==> src/rtl/ram_frame_reader.sv <==
// ram_frame_reader: streams a block of words from a latency-RD_LAT RAM read port onto a
// valid/ready stream with a credit-limited skid FIFO. Define RAM_FRAME_READER_TLAST_EN to drive m_tlast.
module ram_frame_reader #(
  parameter int ADDR_W = 17,
  parameter int DATA_W = 32,
  parameter int RD_LAT = 2
) (
  input  logic              clk,
  input  logic              rst,
  input  logic              start,
  input  logic [ADDR_W-1:0] base_addr,
  input  logic [ADDR_W:0]   len,
  output logic              busy,
  output logic              done,
  output logic              ram_ren_b,
  output logic [ADDR_W-1:0] ram_raddr_b,
  input  logic [DATA_W-1:0] ram_rdata_b,
  output logic              m_tvalid,
  input  logic              m_tready,
  output logic [DATA_W-1:0] m_tdata,
  output logic              m_tlast
);

  localparam int FIFO_DEPTH = RD_LAT + 2;
  localparam int CW         = $clog2(FIFO_DEPTH + RD_LAT + 1) + 1;
  localparam int PW         = $clog2(FIFO_DEPTH);
  localparam logic [ADDR_W:0]   LEN_ZERO = {(ADDR_W+1){1'b0}};
  localparam logic [ADDR_W:0]   LEN_ONE  = {{ADDR_W{1'b0}}, 1'b1};
  localparam logic [ADDR_W-1:0] ADDR_ONE = {{(ADDR_W-1){1'b0}}, 1'b1};
  localparam logic [CW-1:0]     CREDIT   = CW'(FIFO_DEPTH);

  typedef enum logic [1:0] {
    S_IDLE  = 2'd0,
    S_READ  = 2'd1,
    S_DRAIN = 2'd2,
    S_DONE  = 2'd3
  } state_t;

  function automatic logic [CW-1:0] popcnt(input logic [RD_LAT-1:0] v);
    logic [CW-1:0] n;
    n = {CW{1'b0}};
    for (int i = 0; i < RD_LAT; i++) begin
      n = n + {{(CW-1){1'b0}}, v[i]};
    end
    return n;
  endfunction

  function automatic logic [PW-1:0] ptr_inc(input logic [PW-1:0] p);
    if (p == PW'(FIFO_DEPTH - 1)) begin
      return {PW{1'b0}};
    end else begin
      return p + {{(PW-1){1'b0}}, 1'b1};
    end
  endfunction

  state_t            state_r;
  logic [ADDR_W:0]   rem_r;
  logic              ren_r;
  logic [ADDR_W-1:0] raddr_r;
  logic              busy_r;
  logic              done_r;
  logic [RD_LAT-1:0] vld_sr_r;
  logic [DATA_W-1:0] mem_r [FIFO_DEPTH];
  logic [PW-1:0]     wr_ptr_r;
  logic [PW-1:0]     rd_ptr_r;
  logic [CW-1:0]     int_cnt_r;
  logic              tvalid_r;
  logic [DATA_W-1:0] tdata_r;

  logic              accept_s;
  logic              pop_s;
  logic              cap_s;
  logic              load_ok_s;
  logic              fifo_pop_s;
  logic              direct_s;
  logic              push_s;
  logic              out_load_s;
  logic [DATA_W-1:0] out_data_s;
  logic [RD_LAT-1:0] vld_nxt_s;
  logic [CW-1:0]     buf_cnt_s;
  logic [CW-1:0]     buf_nxt_s;
  logic [CW-1:0]     occ_nxt_s;
  logic              credit_s;
  logic              last_beat_s;

  // Handshake, capture routing and next-cycle occupancy used to pre-compute the registered read enable.
  always_comb begin
    accept_s    = start && ((state_r == S_IDLE) || (state_r == S_DONE));
    pop_s       = tvalid_r && m_tready;
    cap_s       = vld_sr_r[RD_LAT-1];
    load_ok_s   = !tvalid_r || pop_s;
    fifo_pop_s  = load_ok_s && (int_cnt_r != {CW{1'b0}});
    direct_s    = load_ok_s && (int_cnt_r == {CW{1'b0}}) && cap_s;
    push_s      = cap_s && !direct_s;
    out_load_s  = fifo_pop_s || direct_s;
    if (fifo_pop_s) begin
      out_data_s = mem_r[rd_ptr_r];
    end else begin
      out_data_s = ram_rdata_b;
    end
    vld_nxt_s   = {vld_sr_r[RD_LAT-2:0], ren_r};
    buf_cnt_s   = {{(CW-1){1'b0}}, tvalid_r} + int_cnt_r;
    buf_nxt_s   = buf_cnt_s + {{(CW-1){1'b0}}, cap_s} - {{(CW-1){1'b0}}, pop_s};
    occ_nxt_s   = popcnt(vld_nxt_s) + buf_nxt_s;
    credit_s    = (occ_nxt_s < CREDIT);
    // With no reads left to issue, a pop that empties everything is the final beat.
    last_beat_s = pop_s && (vld_sr_r == {RD_LAT{1'b0}}) && (int_cnt_r == {CW{1'b0}});
  end

  // Frame FSM with registered busy/done and read-issue outputs.
  always_ff @(posedge clk) begin
    if (rst) begin
      state_r <= S_IDLE;
      rem_r   <= LEN_ZERO;
      ren_r   <= 1'b0;
      raddr_r <= {ADDR_W{1'b0}};
      busy_r  <= 1'b0;
      done_r  <= 1'b0;
    end else begin
      case (state_r)
        S_IDLE, S_DONE: begin
          if (accept_s && (len != LEN_ZERO)) begin
            state_r <= S_READ;
            rem_r   <= len;
            raddr_r <= base_addr;
            ren_r   <= credit_s;
            busy_r  <= 1'b1;
            done_r  <= 1'b0;
          end else if (accept_s) begin
            state_r <= S_DONE;
            ren_r   <= 1'b0;
            busy_r  <= 1'b0;
            done_r  <= 1'b1;
          end else begin
            state_r <= S_IDLE;
            ren_r   <= 1'b0;
            busy_r  <= 1'b0;
            done_r  <= 1'b0;
          end
        end
        S_READ: begin
          done_r <= 1'b0;
          if (ren_r) begin
            raddr_r <= raddr_r + ADDR_ONE;
            rem_r   <= rem_r - LEN_ONE;
          end
          if (ren_r && (rem_r == LEN_ONE)) begin
            state_r <= S_DRAIN;
            ren_r   <= 1'b0;
          end else begin
            ren_r <= credit_s;
          end
        end
        S_DRAIN: begin
          ren_r <= 1'b0;
          if (last_beat_s) begin
            state_r <= S_DONE;
            busy_r  <= 1'b0;
            done_r  <= 1'b1;
          end else begin
            done_r <= 1'b0;
          end
        end
        default: begin
          state_r <= S_IDLE;
          ren_r   <= 1'b0;
          busy_r  <= 1'b0;
          done_r  <= 1'b0;
        end
      endcase
    end
  end

  // Return tracking, skid FIFO pointers and the output register.
  always_ff @(posedge clk) begin
    if (rst) begin
      vld_sr_r  <= {RD_LAT{1'b0}};
      wr_ptr_r  <= {PW{1'b0}};
      rd_ptr_r  <= {PW{1'b0}};
      int_cnt_r <= {CW{1'b0}};
      tvalid_r  <= 1'b0;
      tdata_r   <= {DATA_W{1'b0}};
    end else begin
      vld_sr_r  <= vld_nxt_s;
      if (push_s) begin
        wr_ptr_r <= ptr_inc(wr_ptr_r);
      end
      if (fifo_pop_s) begin
        rd_ptr_r <= ptr_inc(rd_ptr_r);
      end
      int_cnt_r <= int_cnt_r + {{(CW-1){1'b0}}, push_s} - {{(CW-1){1'b0}}, fifo_pop_s};
      if (out_load_s) begin
        tvalid_r <= 1'b1;
        tdata_r  <= out_data_s;
      end else if (pop_s) begin
        tvalid_r <= 1'b0;
      end
    end
  end

  // Skid FIFO storage; contents are don't-care while the count is zero.
  always_ff @(posedge clk) begin
    if (push_s) begin
      mem_r[wr_ptr_r] <= ram_rdata_b;
    end
  end

`ifdef RAM_FRAME_READER_TLAST_EN
  logic [ADDR_W:0] beats_left_r;
  logic            tlast_r;

  // Beat counter: marks the final word as it enters the output register.
  always_ff @(posedge clk) begin
    if (rst) begin
      beats_left_r <= LEN_ZERO;
      tlast_r      <= 1'b0;
    end else if (accept_s) begin
      beats_left_r <= len;
      tlast_r      <= 1'b0;
    end else if (out_load_s) begin
      beats_left_r <= beats_left_r - LEN_ONE;
      tlast_r      <= (beats_left_r == LEN_ONE);
    end else if (pop_s) begin
      tlast_r <= 1'b0;
    end
  end

  assign m_tlast = tlast_r;
`else
  assign m_tlast = 1'b0;
`endif

  assign busy        = busy_r;
  assign done        = done_r;
  assign ram_ren_b   = ren_r;
  assign ram_raddr_b = raddr_r;
  assign m_tvalid    = tvalid_r;
  assign m_tdata     = tdata_r;

endmodule

==> config.mk <==
export PLATFORM = sky130hd
export DESIGN_NAME = ram_frame_reader
export DESIGN_NICKNAME = d
export VERILOG_FILES = /design/src/rtl/ram_frame_reader.sv
export SDC_FILE = /design/constraint.sdc
export NUM_CORES = 1
export LEC_CHECK = 0
export BUFFER_PORTS_ARGS = -buffer_cell sky130_fd_sc_hd__buf_4
export CAP_MARGIN = 10
export CORE_ASPECT_RATIO = 0.75
export CORE_UTILIZATION = 58
export CTS_CLUSTER_DIAMETER = 200
export DETAILED_ROUTE_END_ITERATION = 8
export GPL_ROUTABILITY_DRIVEN = 0
export PLACE_DENSITY = 0.76
export SLEW_MARGIN = 25
export SYNTH_ARGS = -nofsm -noshare
export SYNTH_HDL_FRONTEND = slang
export SYNTH_SLANG_ARGS = --single-unit
==> constraint.sdc <==
create_clock -name clk -period 2.7 [get_ports clk]
set_input_delay 0.27 -clock clk [delete_from_list [all_inputs] [get_ports clk]]
set_output_delay 0.27 -clock clk [all_outputs]
set_load 0.01 [all_outputs]
==> results.yml <==
worst_setup_path:
  r2r-start: "int_cnt_r[2]"
  crit_path_start: "int_cnt_r[2]"
  crit_path_top_delay_cell: "fa_1"
  path_cells: "inv_1 > ha_1 > nor3b_1 > a21oi_2 > inv_1 > ha_1 > inv_1 > ha_1 > inv_1 > fa_1 > xnor2_1 > nor2_1"
  reg2reg_slack_ns: 0.32
  path_buf_inv: 4
  r2r-end: "int_cnt_r[2]"
  critPathCapture: "int_cnt_r[2]"
  cp.depth: 12
  cpMostUsedCell: "inv_1"
  crit_path_end_kind: "flip-flop"
  crit_required_ns: 3.06
  crit_type: "reg -> reg"
  worstSetupStartpointType: "flip-flop"
  cp_max_fo: 7
  critPathMaxStageDelay_ns: 0.37
  r2r_cells: 12
  critPathArrivalTime_ns: 2.74
  critical_path.top_delay_family: "adder cells"
floorplanning:
  row_count: 40
  die_h_um: 113
  dieArea_um2: 16900
  coreArea_um2: 16000
  die_x_um: 150
  pin_count: 125
  start_util: 0.592
drt:
  firstDrtPassIters: 5
  detail_route.wl_per_cell_um: 18.7
  wirelength_um: 20800
  viasPerCell: 5.96
  drc: 0
  drtIter0Drc: 622
  ant_nets: 0
  dr_total_vias: 6633
cells_and_area:
  diodes: 0
  area_growth_syn_to_layout_pct: 23.3
  final_cell_area_um2: 11700
  layout-drive-gt1-share: 0.274
  nFillCells: 1090
  nNetsFinal: 978
global_routing:
  grt_pass1_vias: 6568
  grt.overflow.total: 0
  grt_antenna_before_repair: 0
  grt_max_degree: 65
  grt_pass1_wl_um: 33400
  gr-usage-all-layers: 0.251
sta:
  hold_viol_final: 0
  rsz0062_at_grt: "false"
  drv_slew: 0
  relSlewSlack: 0.541
  fmax_mhz: 420
  fin_crit_sh: 0.881
  final_period_minus_worst_setup_slack_ns: 2.38
  skew_ns: 0.0192
  worst_pin_slew_ns: 0.689
  totalNegativeSetupSlack_ns: 0
  setup_viol: 0
synthesis:
  synth_edf_count: 128
  syn_avg_cell_area_um2: 12.9
  synth.distinct_cells: 71
  yosysSeqAreaShare: 0.585
  ys_ff_latch: 213
  synthCells: 733
  async_flop_share: 0
  syn_nets: 825
  syn-cell-area_um2: 9480
  synth_ff_type: "edfxtp_1"
  yosysWarningCount: 0
outcome:
  status: "finished, final reports clean"
clock_tree:
  clock_latency_ns: 0.50
  cts_buffer_depth: 3
  clkTransAtPathRegs_ns: 0.06
  cts.htree.levels: 1
  cts_root_buffer: "clkbuf_16"
  cts_made_buffers: 22
  tritoncts: "built"
  cts.sinks: 213
power:
  power_density_nw_per_um2: 1100
  power.total_w: 0.0129
  ir_worst_vdd_v: 0.000740
  leakage_nw: 4.36
placed_design:
  place_area_um2: 10700
  port_buffers: 123
  dpl.hpwl_um: 12800
worst_hold_path:
  hp-class: "in -> reg"
run:
  maxCapViolCount: 0
==> per-stage QoR <==
step                 util  hold slack [ns]  std cells  setup slack (ns)
floorplan               -            0.369        733             0.234
global placement    0.666            0.450       1040             0.294
detailed placement  0.666            0.482       1040             0.232
CTS                 0.730           0.0894       1112             0.300
global route        0.730            0.116       1112            0.0849
finish              0.730            0.100       1112             0.321
==> routing by layer <==
metal	global-route usage	routed length, µm
met5	0	0
met4	0.0633	361
met3	0.0371	1050
met2	0.415	10100
met1	0.352	9280
==> flip-flops by register name, summed over array words and instances, names as in the netlist, named ones only <==
register,flops
int_cnt_r,4
vld_sr_r,2
rd_ptr_r,2
ram_raddr_b,17
m_tvalid,1
busy,1
rem_r,18
ram_ren_b,1
wr_ptr_r,2
m_tdata,32
done,1
mem_r,128
state_r,2
==> what timing repair did <==
action / CTS / global route
endpoints found under the setup margin: 0 / 0
gates resized for setup: 0 / 0
hold endpoints to repair: 128 / 0
setup buffers: 0 / 0
hold buffers: 32 / 0
==> cell families (layout without fill, tap and decap cells) <==
| group | after synthesis | after routing | share of synthesized area |
|---|---|---|---|
| xor gates and xnor gates | 5 | 5 | 0.00462 |
| other | 2 | 2 | 0.000792 |
| buffers and inverters | 69 | 238 | 0.0359 |
| AOI/OAI and AO/OA | 163 | 163 | 0.121 |
| DFF | 213 | 213 | 0.585 |
| and+or+nand+nor | 188 | 188 | 0.105 |
| adders and majority gates | 21 | 21 | 0.0293 |
| muxes | 72 | 72 | 0.118 |
==> worst register-to-register path: cells and delay by family (launching register included) <==
family	cells	cell delay [ns]
adder cells (fa/ha/maj)	4	1.02
buffers and inverters	4	0.27
XOR/XNOR	1	0.16
flip-flops	1	0.31
AND/OR/NAND/NOR	2	0.22
AO/OA/AOI/OAI	1	0.26
==> Yosys cell counts, drive strengths merged (6+ instances only) <==
cell / count / area share
edfxtp: 128 / 0.41
clkbuf: 23 / 0.013
ha: 19 / 0.025
nand4: 6 / 0.0040
nand3: 9 / 0.0048
dfxtp: 85 / 0.18
a21oi: 48 / 0.026
o21ai: 31 / 0.016
nor2: 70 / 0.029
mux2i: 39 / 0.041
o32ai: 8 / 0.0074
mux4: 32 / 0.076
nor2b: 14 / 0.0092
nand2: 38 / 0.015
inv: 24 / 0.0095
buf: 22 / 0.013
a211oi: 37 / 0.032
nor3: 15 / 0.0090
nor4: 9 / 0.010
==> placed cells by master, fill, tap and decap left out, types with 4 or more instances in the layout <==
master         instances
nor4_1                 4
clkinv_2               6
clkbuf_16             22
inv_1                 24
a211oi_1              32
ha_1                  18
nand4_1                6
a21oi_1               46
nor2b_1               14
xnor2_1                4
mux2i_1               39
clkbuf_1               4
o21ai_0               20
mux4_2                32
o2bb2ai_1              4
o21ai_1               11
a31oi_1                4
and2_2                 5
o32ai_1                8
a211oi_2               5
buf_4                135
edfxtp_1             128
nor4_2                 4
nor2_1                68
dlygate4sd3_1         32
buf_12                 7
nor3_1                13
nand2_1               37
nand3_1                9
dfxtp_1               84
==> worst min path at each step <==
stage,depth (start not counted),slack [ns],start,to
3_3_place_gp,2,0.45,rem_r[16],rem_r[16]
5_1_grt,3,0.12,start,done
2_1_floorplan,0,0.37,ram_rdata_b[0],mem_r[0][0]
3_5_place_dp,1,0.48,ram_rdata_b[2],mem_r[2][2]
4_1_cts,3,0.09,start,done
6_report,3,0.10,start,done
==> layout make-up <==
type                    instances  area (µm²)  area share
multi-input cells             451        3610       0.309
inverters                      24        90.1     0.00771
flip-flops and latches        213        5550       0.475
clock buffers                  27         579      0.0496
clock inverters                13         129      0.0110
repair buffers                174        1470       0.126
well taps                     210         263      0.0225
==> where the power goes <==
group	internal, W	switching, W	leakage, nW
Clock	0.00173	0.00122	0.345
Sequential	0.00401	0.000546	1.85
Combinational	0.00248	0.00290	2.16
Total	0.00822	0.00467	4.36
(Power assumes the default switching activity.)
